## src/rtl/riscv_pkg.sv

```systemverilog
// Shared types and constants for the memory-stage load/store unit.
package riscv_pkg;

  // Memory-stage transaction sequencer states.
  typedef enum logic [1:0] {
    IDLE = 2'd0,
    REQ  = 2'd1,
    DONE = 2'd2
  } lsu_state_t;

  // Access size/sign encodings carried in funct3.
  localparam logic [2:0] F3_B  = 3'b000;
  localparam logic [2:0] F3_H  = 3'b001;
  localparam logic [2:0] F3_W  = 3'b010;
  localparam logic [2:0] F3_BU = 3'b100;
  localparam logic [2:0] F3_HU = 3'b101;

  // A halfword must sit on an even byte; a word must sit on a 4-byte boundary.
  function automatic logic is_misaligned(input logic [2:0] f3, input logic [1:0] off);
    is_misaligned = ((f3[1:0] == 2'b01) && off[0]) ||
                    ((f3[1:0] == 2'b10) && (off != 2'b00));
  endfunction

endpackage

```

## src/rtl/lsu_load_align.sv

```systemverilog
// Load data alignment: picks the addressed byte/half out of the bus word and
// sign- or zero-extends it. Unknown funct3 codes return the whole word.
module lsu_load_align
  import riscv_pkg::*;
(
  input  logic [31:0] rdata_i,
  input  logic [1:0]  offset_i,
  input  logic [2:0]  funct3_i,
  output logic [31:0] data_o
);

  // Addressed lanes moved down to bit 0; lanes above byte 3 shift in as zero.
  logic [15:0] lane;
  assign lane = 16'(rdata_i >> {offset_i, 3'b000});

  // Extension by access type.
  always_comb begin
    data_o = rdata_i;
    case (funct3_i)
      F3_B:    data_o = {{24{lane[7]}}, lane[7:0]};
      F3_H:    data_o = {{16{lane[15]}}, lane[15:0]};
      F3_BU:   data_o = {24'h0, lane[7:0]};
      F3_HU:   data_o = {16'h0, lane[15:0]};
      default: data_o = rdata_i;
    endcase
  end

endmodule

```

## src/rtl/mem_stage_lsu.sv

```systemverilog
// Memory-stage load/store unit with the MEM/WB register folded in.
// Bus handshake: DReq rises in REQ and holds DAddr/DWe/DWData/DBe stable until
// the cycle DAck is seen high; DRData is taken in that same cycle, and DReq is
// low in the following cycle. DAck outside REQ has no effect.
// Build option: MISALIGN_TRAP_EN turns misaligned half/word accesses into a
// one-cycle MisalignM flag with no bus request and a MEM/WB bubble.
module mem_stage_lsu
  import riscv_pkg::*;
(
  input  logic        clk,
  input  logic        reset,
  input  logic [31:0] ALUResultM,
  input  logic [31:0] WriteDataM,
  input  logic [4:0]  RdM,
  input  logic [31:0] PCPlus4M,
  input  logic        RegWriteM,
  input  logic        MemReadM,
  input  logic        MemWriteM,
  input  logic [2:0]  Funct3M,
  output logic        DReq,
  output logic        DWe,
  output logic [31:0] DAddr,
  output logic [31:0] DWData,
  output logic [3:0]  DBe,
  input  logic        DAck,
  input  logic [31:0] DRData,
  output logic        StallM,
  output logic        MisalignM,
  output logic [31:0] ALUResultW,
  output logic [31:0] ReadDataW,
  output logic [31:0] PCPlus4W,
  output logic [4:0]  RdW,
  output logic        RegWriteW,
  output lsu_state_t  dbg_state_o
);

  lsu_state_t  state_q, state_d;
  logic        mem_op, misalign_c, issue;
  logic [3:0]  be_c;
  logic [31:0] wdata_c;
  logic [31:0] addr_q, wdata_q, rdata_q, load_ext;
  logic [3:0]  be_q;
  logic        we_q;
  logic [1:0]  off_q;
  logic [2:0]  f3_q;
  logic [31:0] alu_w_q, rdata_w_q, pc4_w_q;
  logic [4:0]  rd_w_q;
  logic        rw_w_q;

  assign mem_op = MemReadM | MemWriteM;

`ifdef MISALIGN_TRAP_EN
  assign misalign_c = mem_op & is_misaligned(Funct3M, ALUResultM[1:0]);
`else
  assign misalign_c = 1'b0;
`endif

  assign issue = (state_q == IDLE) && mem_op && !misalign_c;

  // Next-state: IDLE -> REQ on a memory op, REQ -> DONE on DAck, DONE -> IDLE.
  always_comb begin
    state_d = state_q;
    case (state_q)
      IDLE:    if (issue) state_d = REQ;
      REQ:     if (DAck)  state_d = DONE;
      DONE:    state_d = IDLE;
      default: state_d = IDLE;
    endcase
  end

  // State register.
  always_ff @(posedge clk or posedge reset) begin
    if (reset) state_q <= IDLE;
    else       state_q <= state_d;
  end

  // Store lane steering: replicate the datum and shift the enables by offset.
  always_comb begin
    be_c    = 4'b1111;
    wdata_c = WriteDataM;
    if (MemWriteM) begin
      case (Funct3M[1:0])
        2'b00: begin
          be_c    = 4'b0001 << ALUResultM[1:0];
          wdata_c = {4{WriteDataM[7:0]}};
        end
        2'b01: begin
          be_c    = 4'b0011 << ALUResultM[1:0];
          wdata_c = {2{WriteDataM[15:0]}};
        end
        default: ;
      endcase
    end
  end

  // Bus request latches, loaded once when the access is accepted.
  always_ff @(posedge clk or posedge reset) begin
    if (reset) begin
      addr_q  <= '0;
      wdata_q <= '0;
      be_q    <= '0;
      we_q    <= 1'b0;
      off_q   <= '0;
      f3_q    <= '0;
    end else if (issue) begin
      addr_q  <= {ALUResultM[31:2], 2'b00};
      wdata_q <= wdata_c;
      be_q    <= be_c;
      we_q    <= MemWriteM;
      off_q   <= ALUResultM[1:0];
      f3_q    <= Funct3M;
    end
  end

  lsu_load_align u_load_align (
    .rdata_i  (DRData),
    .offset_i (off_q),
    .funct3_i (f3_q),
    .data_o   (load_ext)
  );

  // Capture extended load data in the acknowledge cycle.
  always_ff @(posedge clk or posedge reset) begin
    if (reset)                          rdata_q <= '0;
    else if ((state_q == REQ) && DAck)  rdata_q <= we_q ? 32'h0 : load_ext;
  end

  // MEM/WB register: pass-through for ALU ops, bubble while a memory op runs.
  always_ff @(posedge clk or posedge reset) begin
    if (reset) begin
      alu_w_q   <= '0;
      rdata_w_q <= '0;
      pc4_w_q   <= '0;
      rd_w_q    <= '0;
      rw_w_q    <= 1'b0;
    end else begin
      case (state_q)
        IDLE: begin
          if (mem_op) begin
            alu_w_q   <= '0;
            rdata_w_q <= '0;
            pc4_w_q   <= '0;
            rd_w_q    <= '0;
            rw_w_q    <= 1'b0;
          end else begin
            alu_w_q   <= ALUResultM;
            rdata_w_q <= '0;
            pc4_w_q   <= PCPlus4M;
            rd_w_q    <= RdM;
            rw_w_q    <= RegWriteM;
          end
        end
        DONE: begin
          alu_w_q   <= ALUResultM;
          rdata_w_q <= rdata_q;
          pc4_w_q   <= PCPlus4M;
          rd_w_q    <= RdM;
          rw_w_q    <= RegWriteM;
        end
        default: ;
      endcase
    end
  end

  // Stall and trap flags are gated by reset so they fall immediately with it.
  assign StallM    = !reset && (issue || (state_q == REQ));
  assign MisalignM = !reset && (state_q == IDLE) && misalign_c;

  assign DReq        = (state_q == REQ);
  assign DWe         = we_q;
  assign DAddr       = addr_q;
  assign DWData      = wdata_q;
  assign DBe         = be_q;
  assign ALUResultW  = alu_w_q;
  assign ReadDataW   = rdata_w_q;
  assign PCPlus4W    = pc4_w_q;
  assign RdW         = rd_w_q;
  assign RegWriteW   = rw_w_q;
  assign dbg_state_o = state_q;

endmodule

```

## config.mk

```make
export PLATFORM = sky130hd
export DESIGN_NAME = mem_stage_lsu
export DESIGN_NICKNAME = d
export VERILOG_FILES = /design/src/rtl/riscv_pkg.sv /design/src/rtl/lsu_load_align.sv /design/src/rtl/mem_stage_lsu.sv
export SDC_FILE = /design/constraint.sdc
export NUM_CORES = 1
export LEC_CHECK = 0
export BUFFER_PORTS_ARGS = -buffer_cell sky130_fd_sc_hd__buf_2
export CAP_MARGIN = 20
export CORE_MARGIN = 10
export CORE_UTILIZATION = 53
export CTS_CLUSTER_DIAMETER = 150
export DETAILED_ROUTE_END_ITERATION = 8
export PLACE_DENSITY_LB_ADDON = 0.12
export SLEW_MARGIN = 10
export SYNTH_ARGS = -nofsm -noshare
export SYNTH_HDL_FRONTEND = slang
export SYNTH_SLANG_ARGS = --single-unit
```

## constraint.sdc

```tcl
create_clock -name clk -period 16.3 [get_ports clk]
set_input_delay 0 -clock clk [delete_from_list [all_inputs] [get_ports clk]]
set_output_delay 0 -clock clk [all_outputs]
set_load 0.005 [all_outputs]
```

==> results.toml <==
[run_status]
outcome = "completed"

[route]
dr.pass1.iters = 7
viasPerCell = 5.48
drc = 0
drt-initial-drc-count = 525
drt_wl_total_um = 30000
ant_nets = 0
via_count = 8201
wire_per_inst_um = 20.1

[placed_design]
portBuffers = 314
dp_cells = 1308
place_hpwl_um = 18600
finalWeightedCongestion = 0.834
place_ws_ns = 13.32
postPlaceCellArea_mm2 = 0.0102

[logic_synthesis]
synth_edf_count = 0
async_reset_ff_frac = 1.00
synth_seq_cells = 208
yosysWarnings = 0
synth_top_area_share = 0.608
syn_area_mm2 = 0.00857
synth.distinct_cells = 41
syn_inst = 836
syn_avg_cell_area_um2 = 10.2
synth_area_leaders = "dfrtp_1 61%, nand2_1 11%, a22o_1 7.4%"
synthFlopType = "dfrtp_1"
synth-seq-area-share = 0.608
synth_top_area_cell = "dfrtp_1"

[final_layout]
drive_gt1_frac = 0.290
area_growth_pct = 44.6
utilization = 0.780
fin_cells = 1497
final_cell_area_mm2 = 0.0124
layout.nets = 1409

[sta]
holdWs_ns = 0.216
setup_viol = 0
fmax_ghz = 0.279
post-route-period-util = 0.220
period_needed_ns = 3.59
worstMarginPinSlew_ns = 0.915
setup_tns_ns = 0
clock_skew_ns = 0.0277
worst_slack_ns = 12.71
relSlewSlack = 0.390
hold_viol = 0
rsz0062_at_grt = "no"
drv_slew = 0

[min_path]
worstHoldStart = "MemReadM"
min_to = "DAddr[8]"
holdPathStages = 5
min_path_type = "in2reg"

[grt]
grt_max_degree = 139
grt_usage = 0.269
grt_pass1_vias = 8572
antenna_found_initial = 2
grt_pass1_wl_um = 47500
overflow = 0

[setup_path]
r2r_cells = 6
critical_path_class = "reg2reg"
worstPathArrival_ns = 4.00
r2r_start = "dbg_state_o[0]"
cp_max_fo = 72
endpoint_kind = "flip-flop"
r2r_slack_ns = 12.71
cp.required_ns = 16.72
startpoint_type = "flip-flop"
reg2reg_to = "DWData[28]"

[power_and_ir_drop]
power_mw = 2.17
ir_drop_v = 0.000109
powerDensity_mw_per_mm2 = 175
p_leak_nw = 6.33

[clocking]
clk_latency_ns = 0.51
ctsResizeCount = 0
ctsLongestPathBuffers = 3
cts_hold_buf = 150
post-cts-setup-buffer-count = 0
htreeDepth = 1
cts_root_buf = "clkbuf_16"
numCtsBuffers = 22
cts_tree = "done"
cts.sinks = 208
clkTransAtPathRegs_ns = 0.06

[job]
drv_cap = 0

[floorplan]
io_pins = 318
core_mm2 = 0.0159
die_w_um = 147
rows = 46
die_area_mm2 = 0.0217
start_util = 0.539
fp.dieH_um = 147
-- layout make-up --
| type | instances | area (µm²) |
|---|---|---|
| well taps | 216 | 270 |
| repair buffers | 472 | 3140 |
| inverters | 7 | 33.8 |
| diodes | 2 | 5.00 |
| flip-flops and latches | 208 | 5210 |
| clock inverters | 9 | 73.8 |
| fillers | 1047 | 3500 |
| multi-input cells | 556 | 3040 |
| clock buffers | 27 | 611 |
-- worst max-delay path by stage --
stage,endpoint,slack (ns),start
after floorplan,ALUResultW[0],10.62,reset
after global placement,DBe[0],13.35,dbg_state_o[0]
after detailed placement,DBe[0],13.32,dbg_state_o[0]
after CTS,DWData[27],12.84,dbg_state_o[0]
after global routing,DWData[28],12.50,dbg_state_o[0]
final,DWData[28],12.71,dbg_state_o[0]
-- placed cells by master, fill, tap and decap left out, types with 2 or more instances in the layout --
| master | Yosys | layout |
|---|---|---|
| inv_1 | 6 | 5 |
| clkbuf_1 | 32 | 2 |
| clkinv_2 | 0 | 7 |
| nor2_1 | 39 | 38 |
| a21oi_1 | 13 | 13 |
| nor3_1 | 2 | 2 |
| a22o_1 | 72 | 72 |
| diode_2 | 0 | 2 |
| clkbuf_16 | 0 | 23 |
| nand2b_1 | 7 | 7 |
| o41ai_1 | 6 | 6 |
| dlygate4sd3_1 | 0 | 150 |
| o21ai_0 | 52 | 52 |
| clkbuf_8 | 0 | 2 |
| o31ai_1 | 18 | 18 |
| mux2i_1 | 7 | 7 |
| o21ai_2 | 2 | 2 |
| buf_2 | 16 | 314 |
| nor2b_1 | 12 | 11 |
| dfrtp_1 | 208 | 207 |
| a22oi_1 | 17 | 17 |
| conb_1 | 1 | 3 |
| a211oi_1 | 8 | 8 |
| o21a_1 | 2 | 2 |
| o211ai_1 | 2 | 2 |
| mux2_2 | 2 | 2 |
| o21ai_1 | 16 | 16 |
| nand2_1 | 249 | 249 |
| a31oi_1 | 10 | 10 |
| buf_4 | 4 | 7 |
| o2bb2ai_1 | 5 | 5 |
-- routing by layer --
layer | up-vias | GRT usage | wire length (µm)
met4 | 0 | 0.120 | 1340
met3 | 90 | 0.0768 | 2800
met5 | - | 0 | 0
met2 | 438 | 0.439 | 14500
met1 | 3942 | 0.325 | 11400
li1 | 3731 | - | -
-- where the power goes --
| group | switching [mW] | leakage (nW) | internal, mW |
|---|---|---|---|
| logic | 0.436 | 3.31 | 0.352 |
| registers | 0.175 | 2.67 | 0.729 |
| clock network | 0.200 | 0.346 | 0.281 |
-- critical path: stages, from the launching register on --
cell and delay (ns):
dfrtp_4 0.84, buf_4 0.70, or3_2 0.36, buf_4 0.59, nand2_1 0.18, o31ai_1 0.13
dlygate4sd3_1 0.64
-- kinds of logic (layout without fill, tap and decap cells) --
logic type | count (synthesis) | in the layout | share of synthesized area
other | 1 | 5 | 0.000438
buffers and inverters | 74 | 515 | 0.0400
muxes | 11 | 11 | 0.0161
AOI/OAI and AO/OA | 227 | 227 | 0.189
DFF | 208 | 208 | 0.608
and+or+nand+nor | 315 | 315 | 0.147
-- Yosys cell counts (2+ instances only) --
| cell | number |
|---|---|
| nand2_1 | 249 |
| dfrtp_1 | 208 |
| a22o_1 | 72 |
| o21ai_0 | 52 |
| nor2_1 | 39 |
| clkbuf_1 | 32 |
| o31ai_1 | 18 |
| a22oi_1 | 17 |
| buf_2 | 16 |
| o21ai_1 | 16 |
| a21oi_1 | 13 |
| nor2b_1 | 12 |
| buf_1 | 11 |
| a31oi_1 | 10 |
| a211oi_1 | 8 |
| mux2i_1 | 7 |
| nand2b_1 | 7 |
| inv_1 | 6 |
| o41ai_1 | 6 |
| o2bb2ai_1 | 5 |
| buf_4 | 4 |
| buf_6 | 4 |
| mux2_2 | 2 |
| nor3_1 | 2 |
| o211ai_1 | 2 |
| o21a_1 | 2 |
| o21ai_2 | 2 |
-- state kept, by name, summed over array words and instances (netlist names) --
register and cells:
f3_q 3, rdata_q 32, dbg_state_o 2, ReadDataW 32, PCPlus4W 32, DWe 1, RdW 5, RegWriteW 1
off_q 2, ALUResultW 32, DAddr 30, DBe 4, DWData 32
Note: power is estimated with default switching activity, not from simulation.
